**config.mk**
```make
export PLATFORM = sky130hd
export DESIGN_NAME = proc_test_harness
export DESIGN_NICKNAME = d
export VERILOG_FILES = /design/src/rtl/harness_pkg.sv /design/src/rtl/pc_trace_buf.sv /design/src/rtl/proc_test_harness.sv
export SDC_FILE = /design/constraint.sdc
export NUM_CORES = 1
export LEC_CHECK = 0
export CORE_MARGIN = 2
export CORE_UTILIZATION = 47
export CTS_BUF_LIST = sky130_fd_sc_hd__clkbuf_4 sky130_fd_sc_hd__clkbuf_8 sky130_fd_sc_hd__clkbuf_16
export DETAILED_ROUTE_END_ITERATION = 16
export HOLD_SLACK_MARGIN = 0.08
export PLACE_DENSITY = 0.87
export SLEW_MARGIN = 10
export SYNTH_ARGS = -nofsm -noshare
export SYNTH_HDL_FRONTEND = slang
export SYNTH_SLANG_ARGS = --single-unit
```
**constraint.sdc**
```tcl
create_clock -name clk -period 4 [get_ports clk]
set_input_delay 0.4 -clock clk [delete_from_list [all_inputs] [get_ports clk]]
set_output_delay 0.4 -clock clk [all_outputs]
set_load 0.05 [all_outputs]
```
**src/rtl/harness_pkg.sv**
```systemverilog
`default_nettype none
// ============================================================================
// Module   : harness_pkg
// Purpose  : Shared types and constants for the proc_test_harness run
//            controller: the controller state encoding and the tohost value
//            that signals a passing program.
// Revision : 1.0 - initial release
// ============================================================================
package harness_pkg;

  typedef enum logic [2:0] {
    ST_IDLE     = 3'd0,
    ST_RST_HOLD = 3'd1,
    ST_RUN      = 3'd2,
    ST_PASS     = 3'd3,
    ST_FAIL     = 3'd4,
    ST_TIMEOUT  = 3'd5
  } harness_state_t;

  // Value a program writes to tohost to report success.
  localparam int unsigned PASS_CODE = 1;

  // Hold-counter preload: the counter runs down to zero, so a hold of N
  // cycles starts from N-1.
  function automatic logic [7:0] hold_preload(input int unsigned cycles);
    return 8'(cycles - 1);
  endfunction

endpackage
`default_nettype wire

```
**src/rtl/pc_trace_buf.sv**
```systemverilog
`default_nettype none
// ============================================================================
// Module   : pc_trace_buf
// Purpose  : Circular history of retired-instruction PCs. Index 0 on the
//            read port returns the most recently written PC.
// Ports    : clk, reset   - clock, synchronous active-high reset
//            clear        - empties the history (new run)
//            wr_en        - append wr_data as the newest entry
//            wr_data      - PC to record
//            rd_idx       - age of entry to read (0 = newest)
//            rd_data      - selected PC (combinational)
// Revision : 1.0 - initial release
// ============================================================================
module pc_trace_buf #(
  parameter int XLEN  = 32,
  parameter int DEPTH = 8
) (
  input  logic                     clk,
  input  logic                     reset,
  input  logic                     clear,
  input  logic                     wr_en,
  input  logic [XLEN-1:0]          wr_data,
  input  logic [$clog2(DEPTH)-1:0] rd_idx,
  output logic [XLEN-1:0]          rd_data
);

  localparam int IDX_W = $clog2(DEPTH);

  logic [XLEN-1:0]  entries [DEPTH];
  logic [IDX_W-1:0] wptr;
  logic [IDX_W-1:0] rd_slot;

  always_ff @(posedge clk) begin
    if (reset || clear) begin
      wptr <= '0;
      for (int i = 0; i < DEPTH; i++) begin
        entries[i] <= '0;
      end
    end else if (wr_en) begin
      entries[wptr] <= wr_data;
      wptr          <= wptr + IDX_W'(1);
    end
  end

  // wptr points at the next free slot; the newest entry sits one behind it.
  // DEPTH is a power of two, so the subtraction wraps naturally.
  assign rd_slot = wptr - IDX_W'(1) - rd_idx;
  assign rd_data = entries[rd_slot];

endmodule
`default_nettype wire

```
**src/rtl/proc_test_harness.sv**
```systemverilog
`default_nettype none
// ============================================================================
// Module   : proc_test_harness
// Purpose  : Run controller for a processor core under test. Sequences the
//            core's active-low reset, counts run cycles and retired
//            instructions, and ends the run on a tohost completion store
//            (PASS / FAIL with code) or on a cycle limit (TIMEOUT).
// Config   : HARNESS_TRACE_EN - when defined, keeps a TRACE_DEPTH-entry
//            history of retired PCs readable through trace_idx/trace_pc.
// Ports    : clk, reset          - clock, synchronous active-high reset
//            start               - one-cycle pulse, begins a run
//            core_resetn         - drives the core's resetn
//            retire, pc          - core retirement strobe and PC
//            st_en/st_addr/st_data - data-memory store bus (monitored)
//            done/pass/timeout   - run status (levels)
//            fail_code           - st_data[XLEN-1:1] of a FAIL write
//            cycle_count         - cycles spent in RUN (saturating)
//            instret_count       - instructions retired in RUN (saturating)
//            trace_idx, trace_pc - PC history read port (0 = newest)
// Revision : 1.0 - initial release
// ============================================================================
module proc_test_harness
  import harness_pkg::*;
#(
  parameter int              XLEN           = 32,
  parameter int              RESET_CYCLES   = 4,
  parameter int              TIMEOUT_CYCLES = 1000,
  parameter int              CNT_W          = 32,
  parameter logic [XLEN-1:0] TOHOST_ADDR    = 32'h0000_0FFC,
  parameter int              TRACE_DEPTH    = 8
) (
  input  logic                           clk,
  input  logic                           reset,
  input  logic                           start,
  output logic                           core_resetn,
  input  logic                           retire,
  input  logic [XLEN-1:0]                pc,
  input  logic                           st_en,
  input  logic [XLEN-1:0]                st_addr,
  input  logic [XLEN-1:0]                st_data,
  output logic                           done,
  output logic                           pass,
  output logic                           timeout,
  output logic [XLEN-2:0]                fail_code,
  output logic [CNT_W-1:0]               cycle_count,
  output logic [CNT_W-1:0]               instret_count,
  input  logic [$clog2(TRACE_DEPTH)-1:0] trace_idx,
  output logic [XLEN-1:0]                trace_pc
);

  localparam logic [CNT_W-1:0] CNT_MAX      = '1;
  localparam logic [CNT_W-1:0] TIMEOUT_LAST = CNT_W'(TIMEOUT_CYCLES - 1);
  localparam logic [XLEN-1:0]  PASS_VALUE   = XLEN'(PASS_CODE);

  harness_state_t state;
  logic [7:0]     hold_cnt;

  logic tohost_wr;
  logic completion;
  logic start_ok;

  assign tohost_wr  = st_en && (st_addr == TOHOST_ADDR);
  // Only odd values end the run; even values are progress writes.
  assign completion = tohost_wr && st_data[0];
  assign start_ok   = start && (state != ST_RST_HOLD) && (state != ST_RUN);

  always_ff @(posedge clk) begin
    if (reset) begin
      state         <= ST_IDLE;
      hold_cnt      <= '0;
      core_resetn   <= 1'b0;
      done          <= 1'b0;
      pass          <= 1'b0;
      timeout       <= 1'b0;
      fail_code     <= '0;
      cycle_count   <= '0;
      instret_count <= '0;
    end else begin
      case (state)
        ST_IDLE, ST_PASS, ST_FAIL, ST_TIMEOUT: begin
          if (start) begin
            state         <= ST_RST_HOLD;
            hold_cnt      <= hold_preload(RESET_CYCLES);
            core_resetn   <= 1'b0;
            done          <= 1'b0;
            pass          <= 1'b0;
            timeout       <= 1'b0;
            fail_code     <= '0;
            cycle_count   <= '0;
            instret_count <= '0;
          end
        end

        ST_RST_HOLD: begin
          if (hold_cnt == 8'd0) begin
            state       <= ST_RUN;
            core_resetn <= 1'b1;
          end else begin
            hold_cnt <= hold_cnt - 8'd1;
          end
        end

        ST_RUN: begin
          // The terminating cycle is itself counted, including its retire.
          if (cycle_count != CNT_MAX) begin
            cycle_count <= cycle_count + CNT_W'(1);
          end
          if (retire && (instret_count != CNT_MAX)) begin
            instret_count <= instret_count + CNT_W'(1);
          end

          // A completion write takes priority over a coincident timeout.
          if (completion) begin
            core_resetn <= 1'b0;
            done        <= 1'b1;
            if (st_data == PASS_VALUE) begin
              state <= ST_PASS;
              pass  <= 1'b1;
            end else begin
              state     <= ST_FAIL;
              fail_code <= st_data[XLEN-1:1];
            end
          end else if (cycle_count == TIMEOUT_LAST) begin
            state       <= ST_TIMEOUT;
            core_resetn <= 1'b0;
            done        <= 1'b1;
            timeout     <= 1'b1;
          end
        end

        default: begin
          state       <= ST_IDLE;
          core_resetn <= 1'b0;
        end
      endcase
    end
  end

`ifdef HARNESS_TRACE_EN
  pc_trace_buf #(
    .XLEN  (XLEN),
    .DEPTH (TRACE_DEPTH)
  ) u_trace (
    .clk     (clk),
    .reset   (reset),
    .clear   (start_ok),
    .wr_en   (retire && (state == ST_RUN)),
    .wr_data (pc),
    .rd_idx  (trace_idx),
    .rd_data (trace_pc)
  );
`else
  // No history kept: the PC and read index have no consumer.
  logic unused_trace_inputs;
  assign unused_trace_inputs = ^{pc, trace_idx, start_ok};
  assign trace_pc = '0;
`endif

endmodule
`default_nettype wire
```
# [After elaboration in Yosys (flattened, before gate mapping)]
# Index checks and enable logic that the tools add are counted.
[word_totals] register_bits=110 latch_bits=0 mem_bits_rw=0 rom_bits=0 wordCells=80 mem_count=0
[classes] addsub=3 mul=0 div_mod_pow=0 order_cmp=0 n_eq_ne=21 n_shift=0 n_mux=31 bitwise_logic=0 reduce_logical=16
[ops] cell="$pmux 32 s2" count=2
[ops] cell="$mux 32" count=3
[ops] cell="$mux 31" count=3
[ops] cell="$add 32x1->32 const B" count=2
[ops] cell="$ne 32x32->1 const B" count=2
[ops] cell="$pmux 31 s2" count=1
[ops] cell="$eq 32x1->1 const B" count=1
[ops] cell="$eq 32x10->1 const B" count=1
[ops] cell="$eq 32x12->1 const B" count=1
[ops] cell="$ne 2x2->1 const B" count=10
[ops] cell="$mux 8" count=2
[ops] cell="$pmux 8 s2" count=1
[ops] cell="$mux 3" count=5
[ops] cell="$reduce_and 3->1" count=5
[ops] cell="$reduce_and 4->1" count=3
[ops] cell="$mux 1" count=9
[ops] cell="$pmux 3 s3" count=1
[ops] cell="$logic_not 8->1" count=1
[ops] cell="$sub 8x1->8 const B" count=1
[ops] cell="$eq 3x2->1 const B" count=2
[ops] cell="$eq 3x3->1 const B" count=2
[ops] cell="$pmux 1 s2" count=3
[ops] cell="$reduce_bool 2->1" count=2
[ops] cell="$reduce_or 4->1" count=1
[ops] cell="5 further kinds" count=7

# [Logic depth before layout (Yosys ltp)]
[depth] word_depth=5 ltp_mapped=8 ltp_nobuf=8

# [Worst setup path before layout]
# No wires, ideal clock.
[synth_timing] path_kind="register -> register" startpoint="register cycle_count[0]" endpoint="register cycle_count[25]" arrival_time_ns=2.367 setup_slack_ns=1.505 stages_incl_launch_ff=8 path_buffers=0 path_cell_list="dfxtp_1 ha_1 nand3_1 or3_1 nor4_2 nor4b_1 xnor2_1 nor2_1"
[synth_between] elab_chain_len=3 word_cells_on_any_way=6 classes_between="add/sub: 1; eq/ne: 2; mux: 2; reduce/logical: 1"
[synth_lines] item="start, declared" line="proc_test_harness.sv:45" source="output logic [CNT_W-1:0] cycle_count,"
[synth_lines] item="start signal, assigned" line="proc_test_harness.sv:106" source="cycle_count <= cycle_count + CNT_W'(1);"
[synth_lines] item="$add 32x1->32 / $ne 32x32->1 (equally long branches)" line="proc_test_harness.sv:106, proc_test_harness.sv:105"
[synth_lines] item="$mux 32 / $ne 2x2->1 (equally long branches)"
[synth_lines] item="$pmux 32 s2 / $reduce_and 3->1 (equally long branches)"
# Parallel ways exist; a longest one is shown, timed or not. The select of a mux whose other input is x is not followed.
# A chain may end at the register's enable or synchronous reset.

# [Worst setup path after layout]
[layout_timing] startpoint="input port st_addr[25]" endpoint="register fail_code[12]"
[layout_between] elab_chain_len=5
[layout_lines] item="start, declared" line="proc_test_harness.sv:39" source="input logic [XLEN-1:0] st_addr,"
[layout_lines] item="$eq 32x12->1" line="proc_test_harness.sv:62" source="assign tohost_wr = st_en && (st_addr == TOHOST_ADDR);"
[layout_lines] item="$logic_and 1x1->1" line="proc_test_harness.sv:62"
[layout_lines] item="$logic_and 1x1->1" line="proc_test_harness.sv:64" source="assign completion = tohost_wr && st_data[0];"
[layout_lines] item="$ne 2x2->1 (no source line)"
[layout_lines] item="$reduce_and 4->1 (no source line)"
[layout_lines] item="end signal, assigned" line="proc_test_harness.sv:121" source="fail_code <= st_data[XLEN-1:1];"
[layout_lines] item="end, declared" line="proc_test_harness.sv:44" source="output logic [XLEN-2:0] fail_code,"
# Every way passes these cells.

==> results.ini <==
[die]
fp.dieH_um = 113
core_area_um2 = 11500
fp.dieW_um = 113
dieArea_um2 = 12700
io_pins = 235
rows = 39
start_util_pct = 48.6

[power]
p_per_area_nw_per_um2 = 385
vdd_drop_max_uv = 261
power.leakage_uw = 0.00247

[run_status]
status = finished, final reports clean

[clock_network]
cts_setup_buffers = 0
worstSkewPairLatency_ns = 0.34
cts_buffer_depth = 2
clock-sinks = 110
root_buffer = clkbuf_16
hold_buffers = 0
clkTransAtPathRegs_ns = 0.07
cts_max_level = 3
cts_tree = built
ctsResizeCount = 0
cts_buffers = 9

[global_route]
grt_util_all_layers_pct = 23.8
antenna_found_initial = 0
overflow = 0
grt_max_degree = 47
grt_pass1_vias = 5206
grt_pass1_wl_um = 25200

[cells_and_area]
fillers = 941
antennaDiodeCount = 0
area_growth_pct = 35.4
nets = 941
drive_gt1_share_pct = 4.54

[routing]
vias_per_cell = 5.64
vias = 5531
drt_iter0_drc = 370
routedWlPerCell_um = 15.7
ant_nets = 0
drt_wl_total_um = 15400
dr.pass1.iters = 5
route.detailed.drc = 0

[worst_setup_path]
critPathKind = primary input to flip-flop
path_cells = clkdlybuf4s50_1, or4_1, nor4_4, nand3_1, nor3b_2, buf_4, nand2_1, a21oi_1
cp_top_family = simple AND/OR/NAND/NOR gates
crit_arrival_ns = 2.99
crit_required_ns = 4.27
crit_path_max_incr_delay_ns = 0.58
path_max_fanout = 23
crit_slowest_cell = or4_1
cp-start-kind = primary input
critPathBufInv = 2
crit_path_end_kind = flip-flop

[sta]
max_slew_margin_pct = 34.4
skew_ns = 0.0101
hold_viol = 0
setup_viol = 0
drv_slew = 0
grt_setup_unrepaired = no
max_freq_ghz = 0.368
post-route-period-util_pct = 67.9
period_minus_slack_ns = 2.72
setup_tns_ns = 0
worstMarginPinSlew_ns = 0.974
worst_slack_ns = 1.28
hold_slack_ns = 0.463

[logic_synthesis]
synth_seq_area_share_pct = 39.5
synth-edff-count = 0
syn-mean-instance-area_um2 = 8.20
synth.area.top_cells = dfxtp_1 (40%), nand3_1 (5.8%), nor2_1 (5.6%)
synthTopCellsByCount = dfxtp_1 (110), nor2_1 (83), nand2_1 (70), nand3_1 (64), a21oi_1 (45)
yosys.area.top_type = dfxtp_1
synth_cells = 679
netlist-cell-type-count = 54
yosys_warnings = 0
ys_ff_latch = 110
synth_top_flop_cell = dfxtp_1
synth_most_common_cell = dfxtp_1
syn_area_um2 = 5570
yosysTopAreaCellShare_pct = 39.5
async_flop_share_pct = 0

[place]
dpl_worst_slack_ns = 0.907
port_buffers = 167
hpwl_um = 11500
gp_congestion = 0.930

[run]
maxCapViolCount = 0

[min_path]
hp-class = flip-flop to flip-flop

## flip-flops by register name (all words and copies together) (netlist names)
register       count
core_resetn        1
fail_code         31
pass               1
cycle_count       32
timeout            1
hold_cnt           8
done               1
instret_count     32
state              3
## path summary, 6_finish.rpt
path | depth (start not counted) | startpoint | slack, ns | to
max | 8 | st_addr[25] | 1.28 | fail_code[12]
min | 2 | fail_code[4] | 0.46 | fail_code[4]
max reg2reg | 6 | cycle_count[16] | 1.47 | cycle_count[0]
min reg2reg | 2 | fail_code[4] | 0.46 | fail_code[4]
## power by group
| part | leakage [µW] | switching [µW] | total, µW | internal, µW |
|---|---|---|---|---|
| clock | 0.000146 | 414 | 903 | 489 |
| combinational | 0.00144 | 528 | 787 | 258 |
| sequential | 0.000888 | 63.2 | 1210 | 1150 |
## cells in the final DEF (no fill, tap or decap), types with 5 or more instances in the layout
| cell type | n |
|---|---|
| clkdlybuf4s50_1 | 167 |
| dfxtp_1 | 110 |
| nor2_1 | 83 |
| nand2_1 | 69 |
| nand3_1 | 64 |
| a21oi_1 | 45 |
| xnor2_1 | 32 |
| conb_1 | 32 |
| xor2_1 | 28 |
| nand4_1 | 26 |
| nor4_1 | 22 |
| nor3_1 | 17 |
| and3_1 | 11 |
| and4_1 | 10 |
| clkbuf_16 | 9 |
| inv_1 | 8 |
| nor4b_1 | 8 |
| buf_4 | 7 |
| o21ai_0 | 6 |
| or3_1 | 6 |
| or4_1 | 6 |
| o21ai_1 | 5 |
## kinds of logic (layout without fill, tap and decap cells)
logic type | after synthesis | after routing | synth area share (%)
buf+inv | 70 | 197 | 7.10
fa+ha+maj | 4 | 4 | 0.899
compound gates | 89 | 89 | 10.5
simple gates | 344 | 344 | 32.3
xor+xnor | 60 | 60 | 9.44
flops | 110 | 110 | 39.5
mux | 1 | 1 | 0.180
other cells | 1 | 32 | 0.0673
## final cells by class
| type | count | area, µm² | area share [%] |
|---|---|---|---|
| clock buffers | 9 | 225 | 2.99 |
| clock inverters | 6 | 70.1 | 0.929 |
| well taps | 143 | 179 | 2.37 |
| flip-flops and latches | 110 | 2200 | 29.2 |
| repair buffers | 174 | 1720 | 22.9 |
| multi-input cells | 530 | 3110 | 41.2 |
| inverters | 8 | 30.0 | 0.398 |
## per-stage QoR
step	cell area [µm²]	cells	total power (µW)	util [%]
finish	7540	980	2900	65.7
detailed placement	7240	965	2020	63.2
CTS	7540	980	2920	65.7
global placement	7240	965	2000	63.2
floorplan	5690	710	1810	-
global route	7540	980	3050	65.7
## layer usage
layer  vias to the layer above  track usage [%]  routed length (µm)
met5                         -                0                   0
met4                         0             9.76                 389
met3                        35             6.32                1300
met2                       248             41.0                7720
met1                      2571             28.2                6010
li1                       2677                -                   -
## worst reg2reg max path, delay by kind of cell, from the launching register on
| family | cells | cell delay [ns] |
|---|---|---|
| AND/OR/NAND/NOR | 5 | 1.79 |
| flip-flops | 1 | 0.45 |
| XOR/XNOR | 1 | 0.17 |
(Power assumes the default switching activity.)
